File: src/rtl/tsu_pkg.sv
// rtl/tsu_pkg.sv - shared types and constants for the TSU queue drain arbiter
//
// Purpose:
//   Holds the drain FSM state encoding, the source identifiers used on
//   out_src and in the round-robin history, the default queue geometry, and
//   the two-way round-robin pick function used by rr_arb2.
// Contents:
//   state_e     IDLE / RD / WAIT / HOLD
//   SRC_RX      source id 0 (RX timestamp queue)
//   SRC_TX      source id 1 (TX timestamp queue)
//   DEF_DATA_W  default queue entry width
//   DEF_STAT_W  default queue entry-count width
//   rr_pick()   grant source for a two-way round-robin decision

package tsu_pkg;

  typedef enum logic [1:0] {
    IDLE = 2'd0,
    RD   = 2'd1,
    WAIT = 2'd2,
    HOLD = 2'd3
  } state_e;

  localparam logic SRC_RX = 1'b0;
  localparam logic SRC_TX = 1'b1;

  localparam int DEF_DATA_W = 128;
  localparam int DEF_STAT_W = 8;

  // With a single requester it wins outright; with both requesting, the
  // source that did not win last time gets the grant.
  function automatic logic rr_pick(input logic req_rx,
                                   input logic req_tx,
                                   input logic last_src);
    logic pick;
    if (req_rx && req_tx) begin
      pick = ~last_src;
    end else if (req_tx) begin
      pick = SRC_TX;
    end else begin
      pick = SRC_RX;
    end
    return pick;
  endfunction

endpackage

File: src/rtl/rr_arb2.sv
// rtl/rr_arb2.sv - two-way round-robin picker for the RX/TX queue drain
//
// Purpose:
//   Combinational grant selection between the RX and TX queues. The caller
//   owns the history bit (last_src_i) and decides when a grant is taken.
// Ports:
//   req_rx_i    RX queue has at least one entry
//   req_tx_i    TX queue has at least one entry
//   last_src_i  source granted on the previous accepted decision
//   gnt_vld_o   at least one request present
//   gnt_src_o   granted source (SRC_RX / SRC_TX); meaningful when gnt_vld_o

module rr_arb2
  import tsu_pkg::*;
(
  input  logic req_rx_i,
  input  logic req_tx_i,
  input  logic last_src_i,
  output logic gnt_vld_o,
  output logic gnt_src_o
);

  assign gnt_vld_o = req_rx_i | req_tx_i;
  assign gnt_src_o = rr_pick(req_rx_i, req_tx_i, last_src_i);

endmodule

File: src/rtl/tsu_q_drain_arb.sv
// rtl/tsu_q_drain_arb.sv - drains RX/TX timestamp queues into one output stream
//
// Purpose:
//   Round-robin arbiter that pops one entry at a time from the RX or TX
//   timestamp queue with a single-cycle read strobe, waits the queue read
//   latency, captures the entry and holds it on a valid/ready output until
//   the downstream accepts it. Only one read is ever outstanding.
// Parameters:
//   RD_LAT  cycles from read strobe to valid queue data (1..4)
//   STAT_W  width of the queue entry-count inputs
//   DATA_W  width of a queue entry
// Ports:
//   clk         queue read clock, rising edge
//   rst         asynchronous active-low reset
//   en          drain enable, sampled only when deciding in IDLE
//   rx_q_stat   RX queue entry count
//   rx_q_data   RX queue read data
//   rx_q_rd_en  RX queue read strobe
//   tx_q_stat   TX queue entry count
//   tx_q_data   TX queue read data
//   tx_q_rd_en  TX queue read strobe
//   out_valid   captured entry valid
//   out_ready   downstream accept
//   out_data    captured entry
//   out_src     source of captured entry (0 = RX, 1 = TX)
//   busy        FSM not in IDLE
// Optional feature (macro TSU_Q_DRAIN_CNT_EN):
//   cnt_clr     synchronous clear of both handshake counters
//   rx_cnt      completed RX handshakes, wraps at 16 bits
//   tx_cnt      completed TX handshakes, wraps at 16 bits

module tsu_q_drain_arb
  import tsu_pkg::*;
#(
  parameter int RD_LAT = 1,
  parameter int STAT_W = DEF_STAT_W,
  parameter int DATA_W = DEF_DATA_W
) (
  input  logic              clk,
  input  logic              rst,
  input  logic              en,
  input  logic [STAT_W-1:0] rx_q_stat,
  input  logic [DATA_W-1:0] rx_q_data,
  output logic              rx_q_rd_en,
  input  logic [STAT_W-1:0] tx_q_stat,
  input  logic [DATA_W-1:0] tx_q_data,
  output logic              tx_q_rd_en,
  output logic              out_valid,
  input  logic              out_ready,
  output logic [DATA_W-1:0] out_data,
  output logic              out_src,
  output logic              busy
`ifdef TSU_Q_DRAIN_CNT_EN
  ,
  input  logic              cnt_clr,
  output logic [15:0]       rx_cnt,
  output logic [15:0]       tx_cnt
`endif
);

  // Wide enough for RD_LAT-1 with RD_LAT up to 4.
  localparam int CNT_W = 2;
  localparam logic [CNT_W-1:0] WAIT_LOAD = CNT_W'(RD_LAT - 1);

  state_e            state_q;
  logic              src_q;
  logic              last_src_q;
  logic [CNT_W-1:0]  wait_cnt_q;
  logic              rx_rd_en_q;
  logic              tx_rd_en_q;
  logic              out_valid_q;
  logic [DATA_W-1:0] out_data_q;
  logic              out_src_q;

  logic req_rx;
  logic req_tx;
  logic gnt_vld;
  logic gnt_src;

  assign req_rx = (rx_q_stat != '0);
  assign req_tx = (tx_q_stat != '0);

  rr_arb2 u_rr_arb2 (
    .req_rx_i   (req_rx),
    .req_tx_i   (req_tx),
    .last_src_i (last_src_q),
    .gnt_vld_o  (gnt_vld),
    .gnt_src_o  (gnt_src)
  );

  // Read strobes are set on the edge entering RD and cleared on the edge
  // leaving it, so each strobe is exactly one cycle and matches state RD.
  always_ff @(posedge clk or negedge rst) begin
    if (!rst) begin
      state_q     <= IDLE;
      src_q       <= SRC_RX;
      last_src_q  <= SRC_TX;
      wait_cnt_q  <= '0;
      rx_rd_en_q  <= 1'b0;
      tx_rd_en_q  <= 1'b0;
      out_valid_q <= 1'b0;
      out_data_q  <= '0;
      out_src_q   <= SRC_RX;
    end else begin
      case (state_q)
        IDLE: begin
          if (en && gnt_vld) begin
            src_q      <= gnt_src;
            last_src_q <= gnt_src;
            rx_rd_en_q <= (gnt_src == SRC_RX);
            tx_rd_en_q <= (gnt_src == SRC_TX);
            state_q    <= RD;
          end
        end
        RD: begin
          rx_rd_en_q <= 1'b0;
          tx_rd_en_q <= 1'b0;
          wait_cnt_q <= WAIT_LOAD;
          state_q    <= WAIT;
        end
        WAIT: begin
          // The queue data becomes valid in the WAIT cycle where the count
          // has run down to zero; it is captured on that cycle's edge.
          if (wait_cnt_q == '0) begin
            out_data_q  <= (src_q == SRC_TX) ? tx_q_data : rx_q_data;
            out_src_q   <= src_q;
            out_valid_q <= 1'b1;
            state_q     <= HOLD;
          end else begin
            wait_cnt_q <= wait_cnt_q - 1'b1;
          end
        end
        HOLD: begin
          if (out_ready) begin
            out_valid_q <= 1'b0;
            state_q     <= IDLE;
          end
        end
        default: begin
          state_q <= IDLE;
        end
      endcase
    end
  end

  assign rx_q_rd_en = rx_rd_en_q;
  assign tx_q_rd_en = tx_rd_en_q;
  assign out_valid  = out_valid_q;
  assign out_data   = out_data_q;
  assign out_src    = out_src_q;
  assign busy       = (state_q != IDLE);

`ifdef TSU_Q_DRAIN_CNT_EN
  logic        hs;
  logic [15:0] rx_cnt_q;
  logic [15:0] rx_cnt_d;
  logic [15:0] tx_cnt_q;
  logic [15:0] tx_cnt_d;

  // out_src_q is stable throughout HOLD, so it names the handshake source.
  assign hs = out_valid_q & out_ready;

  always_comb begin
    rx_cnt_d = rx_cnt_q;
    tx_cnt_d = tx_cnt_q;
    if (cnt_clr) begin
      rx_cnt_d = '0;
      tx_cnt_d = '0;
    end else if (hs) begin
      if (out_src_q == SRC_TX) begin
        tx_cnt_d = tx_cnt_q + 16'd1;
      end else begin
        rx_cnt_d = rx_cnt_q + 16'd1;
      end
    end
  end

  always_ff @(posedge clk or negedge rst) begin
    if (!rst) begin
      rx_cnt_q <= '0;
      tx_cnt_q <= '0;
    end else begin
      rx_cnt_q <= rx_cnt_d;
      tx_cnt_q <= tx_cnt_d;
    end
  end

  assign rx_cnt = rx_cnt_q;
  assign tx_cnt = tx_cnt_q;
`else
  // Handshake counters are not built; the drain path above is unchanged.
`endif

endmodule

File: config.mk
export PLATFORM = sky130hd
export DESIGN_NAME = tsu_q_drain_arb
export DESIGN_NICKNAME = d
export VERILOG_FILES = /design/src/rtl/tsu_pkg.sv /design/src/rtl/rr_arb2.sv /design/src/rtl/tsu_q_drain_arb.sv
export SDC_FILE = /design/constraint.sdc
export NUM_CORES = 1
export LEC_CHECK = 0
export CAP_MARGIN = 5
export CORE_AREA = 2 2 161 163
export DETAILED_ROUTE_END_ITERATION = 6
export DIE_AREA = 0 0 163 165
export PLACE_DENSITY = 0.61
export SETUP_SLACK_MARGIN = 0.3
export SYNTH_ARGS = -nofsm -noshare
export SYNTH_HDL_FRONTEND = slang
export SYNTH_SLANG_ARGS = --single-unit
File: constraint.sdc
create_clock -name clk -period 2.6 [get_ports clk]
set_input_delay 0.26 -clock clk [delete_from_list [all_inputs] [get_ports clk]]
set_output_delay 0.26 -clock clk [all_outputs]
set_load 0.03 [all_outputs]
## Yosys cells after proc, flatten, opt, wreduce, memory -nomap -nowiden

Cells that the tools add are included.

| operators by class | value |
|---|---|
| add/sub/neg operators | 1 |
| eq/ne operators | 7 |
| multiplexer cells | 16 |
| bitwise operators | 3 |
| reduce and logical (&&, ||, !) cells | 16 |

Operators with widths:

| kind | number |
|---|---|
| $mux W128 | 1 |
| $reduce_bool A8 Y1 | 2 |
| $mux W2 | 4 |
| $ne A2 B2 Y1 const B | 4 |
| $pmux W2 S4 | 1 |
| $reduce_and A2 Y1 | 4 |
| $reduce_bool A2 Y1 | 4 |
| $mux W1 | 6 |
| $pmux W1 S2 | 3 |
| $reduce_and A3 Y1 | 2 |
| $eq A2 B2 Y1 const B | 2 |
| $logic_not A2 Y1 | 2 |
| $pmux W2 S2 | 1 |
| $eq A2 B1 Y1 const B | 1 |
| $logic_and A1 B1 Y1 | 2 |
| $not A1 Y1 | 2 |
| $sub A2 B1 Y2 const B | 1 |
| $or A1 B1 Y1 | 1 |

| storage, ports and cells | value |
|---|---|
| flip-flop bits (word level) | 138 |
| bits of input ports | 276 |
| output and inout bits | 133 |

## Depth between registers and ports, before layout

| logic depth | value |
|---|---|
| depth after elaboration | 6 |
| gate-level depth with buffers | 8 |
| depth with buffers taken out | 6 |

## Hierarchy

From an unflattened synthesis, not the netlist that was laid out.

| unflattened totals | value |
|---|---|
| cells, all modules | 617 |
| area total of the unflattened synthesis | 6717.7 um2 |

By module, submodules not included:

| module | times used | cells an instance | area an instance (um2) | seq. area each (um2) |
|---|---|---|---|---|
| tsu_q_drain_arb | 1 | 615 | 6703.9 | 3454.6 |
| rr_arb2 | 1 | 2 | 13.8 | 0.0 |

## Worst setup path after synthesis

OpenSTA, ideal clock, no wires.

| timing path | value |
|---|---|
| kind | register to register |
| start point | register state_q[0] |
| end point | register out_src_q, in the netlist out_src |
| setup time | 83 ps |
| data arrival time | 1773 ps |
| required time | 2517 ps |
| path slack | 744 ps |
| stages on the path, launching flop included | 9 |
| period minus slack after synthesis | 1856 ps |
| cells stage by stage | dfrtp_1 inv_1 ha_1 nand2_1 clkbuf_1 clkbuf_1 clkbuf_1 nand2_1 o21ai_0 |

| between the ends | value |
|---|---|
| longest elaborated chain between the ends | 2 |

RTL lines:

| element | line | source |
|---|---|---|
| from (decl) | tsu_q_drain_arb.sv:65 | `state_e state_q;` |
| from (signal assigned) | tsu_q_drain_arb.sv:95 | `state_q <= IDLE;` |
| from (signal assigned) | tsu_q_drain_arb.sv:112 | `state_q <= RD;` |
| from (signal assigned) | tsu_q_drain_arb.sv:119 | `state_q <= WAIT;` |
| $eq A2 B2 Y1 | tsu_q_drain_arb.sv:105 | `case (state_q)` |
| $reduce_and A2 Y1 (no line) | n/a |  |
| to (signal assigned) | tsu_q_drain_arb.sv:126 | `out_src_q <= src_q;` |
| to (decl) | tsu_q_drain_arb.sv:73 | `logic out_src_q;` |

No other way between the ends.
A chain may end at the register's enable or synchronous reset.

## Worst setup path in the final report

| timing path | value |
|---|---|
| start point | register state_q[1] |
| end point | output busy |

| between the ends | value |
|---|---|
| longest elaborated chain between the ends | 1 |

RTL lines:

| element | line | source |
|---|---|---|
| $reduce_bool A2 Y1 | tsu_q_drain_arb.sv:151 | `assign busy = (state_q != IDLE);` |
| to (decl) | tsu_q_drain_arb.sv:52 | `output logic busy` |

No other way between the ends.

==> results by group <==
Status
  • Status: finished clean

Power and ir drop
  • Register share of total power: 26.9%
  • Switching share of power: 42.7%
  • Leak pwr: 4.96 nW
  • Internal power: 8.23 mW
  • Net Switching: 6.14 mW
  • PwrDens: 1240 mW/mm^2
  • Logic pwr share: 54.9%
  • Clock power frac: 18.1%
  • Maximum vdd drop: 0.402 mV

Die
  • Core footprint: 0.0250 sq mm
  • DIE WIDTH: 163 um
  • Ports: 409
  • Rows: 58
  • Die Height: 165 um
  • Die Footprint: 0.0269 sq mm
  • Initial Utilization: 25.6%

Timing
  • Fmax: 503 MHz
  • Period utilisation layout: 76.4%
  • Max-slew violation count: 0
  • Worst relative slew slack: 60.4%
  • Post-Route Setup TNS: 0 ns
  • RSZ-0062 raised after global routing: no
  • Period minus WS final: 1.99 ns
  • Worst Tran Pin Value: 0.593 ns
  • Clk_skew: 0.0105 ns
  • Final WS setup: 0.613 ns
  • Fin. Hold Viols: 0
  • Final Setup Violations: 0

Synthesis
  • Yosys reg bits: 138
  • Post-synth EDFFs: 0
  • Register area share after synthesis: 53.9%
  • YS warnings: 0
  • Syn Inst Count: 619
  • Top_reg_cell synth: dfrtp_1
  • Yosys cell types: 27
  • Mapped Area: 0.00640 sq mm
  • Syn_area_per_cell: 10.3 sq um
  • Post-Syn Nets: 901
  • Asr flop ratio synth: 100%

Place
  • I/O Buffers: 408
  • GPL Wtd Cong: 0.768
  • Pre-CTS setup slack: 0.309 ns
  • Post-DP HPWL: 17400 um

CTS
  • CTS H-tree lvls: 4
  • Clock root cell: clkbuf_16
  • Clk Latency, worst-skew pair: 0.41 ns
  • Sink Count: 138
  • Clock Path Buffers: 2
  • CTS tree: built
  • Clock slew at reported path FFs: 0.07 ns
  • Clock buffer count from CTS: 17

Final layout
  • Layout Nets: 1300
  • Final core utilization: 46.3%
  • Antenna cells: 0
  • Share of cells above drive strength 1: 5.43%
  • Area added between synthesis and finish: 80.9%

Critical path
  • R2r setup slk: 0.90 ns
  • CP Class: reg -> out
  • Cell-by-cell trace of the critical path: inv_1 > ha_1 > inv_1 > dlygate4sd2_1
  • Worst setup EP type: output pin
  • Arrival @ worst endpoint: 1.73 ns
  • Startpoint Class: flip-flop
  • Required @ worst endpoint: 2.34 ns
  • Max incr delay on CP: 0.44 ns
  • Critical Path Fanout Max: 6
  • Slowest CP cell: dlygate4sd2_1
  • Most frequent CP cell: inv_1

Min path
  • Worst hold path class: in -> async

Global routing
  • Largest net degree at the start of global routing: 93
  • Initial antenna violation count: 0
  • Overflow after GRT: 0
  • Vias in the first global route: 5754
  • Gr usage total: 16.0%
  • First-pass GRT wire length: 32600 um

Detailed routing
  • Post-route ant nets: 0
  • Routed vias/inst: 4.29
  • Via count: 5832
  • 1st-iter DRT viols: 186
  • Final wirelength: 22100 um
  • Wirelength per Cell: 16.3 um
  • Drc violations: 0
  • Pre-antenna DRT Iters: 4

Flow run
  • Max_cap viols: 0
-- per-layer routing --
layer / GRT usage (%) / vias to the layer above / wire length (um) / part of all wire, %
met5: 0 / - / 0 / 0
met4: 4.55 / 0 / 290 / 1.3
met3: 4.55 / 16 / 1530 / 6.9
met2: 28.3 / 202 / 11300 / 51
met1: 19.1 / 2668 / 8970 / 41
li1: - / 2946 / - / -
-- metrics by stage --
| step | total power, mW | hold slack, ns | instance area (sq um) | cells |
|---|---|---|---|---|
| after floorplan | 8.39 | -0.0356 | 6400 | 619 |
| after global placement | 11.9 | 0.273 | 11000 | 1328 |
| after detailed placement | 12.0 | 0.272 | 11000 | 1328 |
| after CTS | 14.6 | 0.391 | 11600 | 1361 |
| after global routing | 15.3 | 0.425 | 11600 | 1361 |
| final | 14.4 | 0.378 | 11600 | 1361 |
-- synthesized netlist by cell type, types with 3 or more instances --
| library cell | count | area share [%] |
|---|---|---|
| buf_1 | 10 | 0.59 |
| nor4_1 | 3 | 0.29 |
| clkbuf_1 | 32 | 1.9 |
| o21ai_0 | 139 | 11 |
| or4_4 | 3 | 0.53 |
| mux2i_1 | 129 | 20 |
| nand2_1 | 136 | 8.0 |
| inv_1 | 7 | 0.41 |
| ha_1 | 6 | 1.2 |
| dfrtp_1 | 137 | 54 |
-- final cells by class --
class / instances / area [sq um]
clock buffers: 19 / 433
fillers: 2413 / 13400
multi-input cells: 431 / 2770
flip-flops and latches: 138 / 3460
inverters: 7 / 26.3
well taps: 330 / 413
clock inverters: 13 / 190
repair buffers: 423 / 4300
-- placed cells by master, fill, tap and decap left out, types with 2 or more instances in the layout --
master           count
clkdlybuf4s50_1    406
o21ai_0            139
dfrtp_1            136
nand2_1            135
mux2i_1            129
clkbuf_16           17
buf_12               8
inv_1                7
ha_1                 6
buf_4                6
clkinvlp_4           4
inv_6                4
bufinv_16            4
or4_4                3
nor4_1               3
clkbuf_1             2
-- worst max-delay path: cells and delay by family, from the launching register on --
family | cells | cell delay (ns)
DFF | 1 | 0.40
buffers and inverters | 3 | 0.66
adders and majority gates | 1 | 0.26
-- power by group through the flow --
stage | logic, mW | registers, mW | clock network, mW
floorplan | 2.63 | 5.76 | 0
global placement | 7.98 | 3.89 | 0
detailed placement | 8.04 | 3.93 | 0
CTS | 8.04 | 3.90 | 2.70
global route | 8.49 | 4.04 | 2.78
finish | 7.90 | 3.87 | 2.61
-- path summary, 6_finish.rpt --
path / start / endpoint / cells past startpoint
min reg2reg: out_data[127] / out_data[127] / 2
max reg2reg: src_q / out_data[52] / 3
max: state_q[1] / busy / 4
min in group clk: rx_q_data[88] / out_data[88] / 3
min: rst / out_data[71] / 2
max in group asynchronous: rst / out_data[40] / 3
-- logic make-up after synthesis --
kind of cell / after synthesis / share of synthesized area [%]
DFF: 138 / 53.9
buffers and inverters: 50 / 2.95
AOI/OAI and AO/OA: 147 / 12.1
muxes: 131 / 20.6
and+or+nand+nor: 147 / 9.26
adders and majority gates: 6 / 1.17
-- repair_timing --
action,in CTS,in global routing
gates resized for setup,1,0
endpoints found under the hold margin,52,0
hold buffers,1,0
setup buffers,0,0
endpoints found under the setup margin,1,0
-- registers in the layout (all words and copies together) (netlist names) --
register / cells
last_src_q: 1
out_data: 128
out_src: 1
out_valid: 1
rx_q_rd_en: 1
src_q: 1
state_q: 2
tx_q_rd_en: 1
wait_cnt_q: 2
Note: power is estimated with default switching activity, not from simulation.
==> variant (same flow settings) <==
Build with the macro `TSU_Q_DRAIN_CNT_EN` defined.
--- a/src/rtl/tsu_q_drain_arb.sv
+++ b/src/rtl/tsu_q_drain_arb.sv
@@ -29,4 +29,6 @@
 //   rx_cnt      completed RX handshakes, wraps at 16 bits
 //   tx_cnt      completed TX handshakes, wraps at 16 bits
+
+`define TSU_Q_DRAIN_CNT_EN
 
 module tsu_q_drain_arb
Interface: changed (added cnt_clr, rx_cnt and tx_cnt); port bits go from 409 to 442. The function was not compared with the original's and may differ.
==> variant against the unedited design <==
Total power grew 4.4%. Sequential share of layout area grew 1.8 points. Worst hold slack gained 0.020 ns. Clock skew grew 0.0083 ns. Area after synthesis grew 25%. Critical path type unchanged. Sequential cell count grew 32. Sequential power grew 13%. Worst setup slack lost 0.027 ns. Non-clock buffer count grew 35. Wire length grew 23%. Cell area grew 16%. Largest cell class unchanged.
==> variant: results (changes against the unedited design) <==
Status - finished clean
GRT Util Overall - 19.6% (+3.6 points)
Pleak - 0.00570 uW (+15%)
Final instance area - 0.0135 mm^2 (+16%)
Met1 Wirelength - 10400 um (+16%)
Post-synthesis cell count - 789 (+27%)
Pre-CTS setup slack - 0.298 ns (-0.0102 ns)
Via count - 7253 (+24%)
Compound-Gate Fraction of Synth Area - 12.0% (-0.13 points)
Worst hold margin - 0.398 ns (+0.0205 ns)
Nets - 1503 (+16%)
Vias in the first global route - 7171 (+25%)
M1 GR Usage - 22.1% (+3.0 points)
Layout cell share with drive strength beyond 1 - 4.87% (-0.56 points)
Vias per cell - 4.65 (+8.4%)
R2R depth - 4 (+1)
Layout Skew - 0.0188 ns (+0.00830 ns)
Adder-cell share of the synthesized area - 1.25% (+0.076 points)
CP Launch Point - state_q[0]$_DFFE_PN0P_
Library cells used by synthesis - 42 (+56%)
Wire length on met2 - 14300 um (+26%)
Routed length on met3 - 2100 um (+38%)
Top cells by area, synth - dfrtp_1 (53%), mux2i_1 (16%), o21ai_0 (9.2%)
First-pass GRT wire length - 40200 um (+23%)
Pin count of the biggest net entering global routing - 70 (-25%)
Max transition margin - 57.4% (-3.0 points)
Worst reg2reg endpoint - tx_cnt[13]$_DFFE_PN0P_
Starting DRC count in detailed routing - 207 (+11%)
CP arrival - 1.75 ns (+0.02 ns)
Sequential cell area fraction in the yosys report - 53.1% (-0.86 points)
Post-Synth XOR/XNOR Area - 1.86% (+1.9 points)
FF-to-FF Start - tx_cnt[2]$_DFFE_PN0P_
Mapped Nets - 1074 (+19%)
Mux cell area share after synthesis - 16.7% (-3.9 points)
-- variant: changes by cell type in the layout (fill, tap and decap cells not counted), moves of 5 or more --
cell             delta
xnor2_1             +7
nor2_1             +21
clkdlybuf4s50_1    +33
a21oi_1            +12
nand2_1            +13
nand3_1             +7
nand4_1             +6
inv_1               +5
or3_1               +9
xor2_1             +10
o21ai_0             +8
dfrtp_1            +32
nor3_1              +5
-- variant: where the power goes --
group          internal [uW]  switching [uW]  total, uW
Combinational           3410            4770       8180
Sequential              3740             630       4370
Clock                   1310            1140       2450
-- variant: kinds of logic after synthesis --
family / Yosys count
AO/OA/AOI/OAI: 178
multiplexers: 133
XOR/XNOR: 17
AND/OR/NAND/NOR: 223
buffers and inverters: 60
adder cells (fa/ha/maj): 8
flip-flops: 170
-- variant: area by class of cell --
type / count / share of cell area [%]
repair buffers: 458 / 34.4
flip-flops and latches: 170 / 31.7
multi-input cells: 559 / 26.3
clock buffers: 20 / 3.39
well taps: 330 / 3.07
clock inverters: 12 / 0.800
inverters: 12 / 0.335
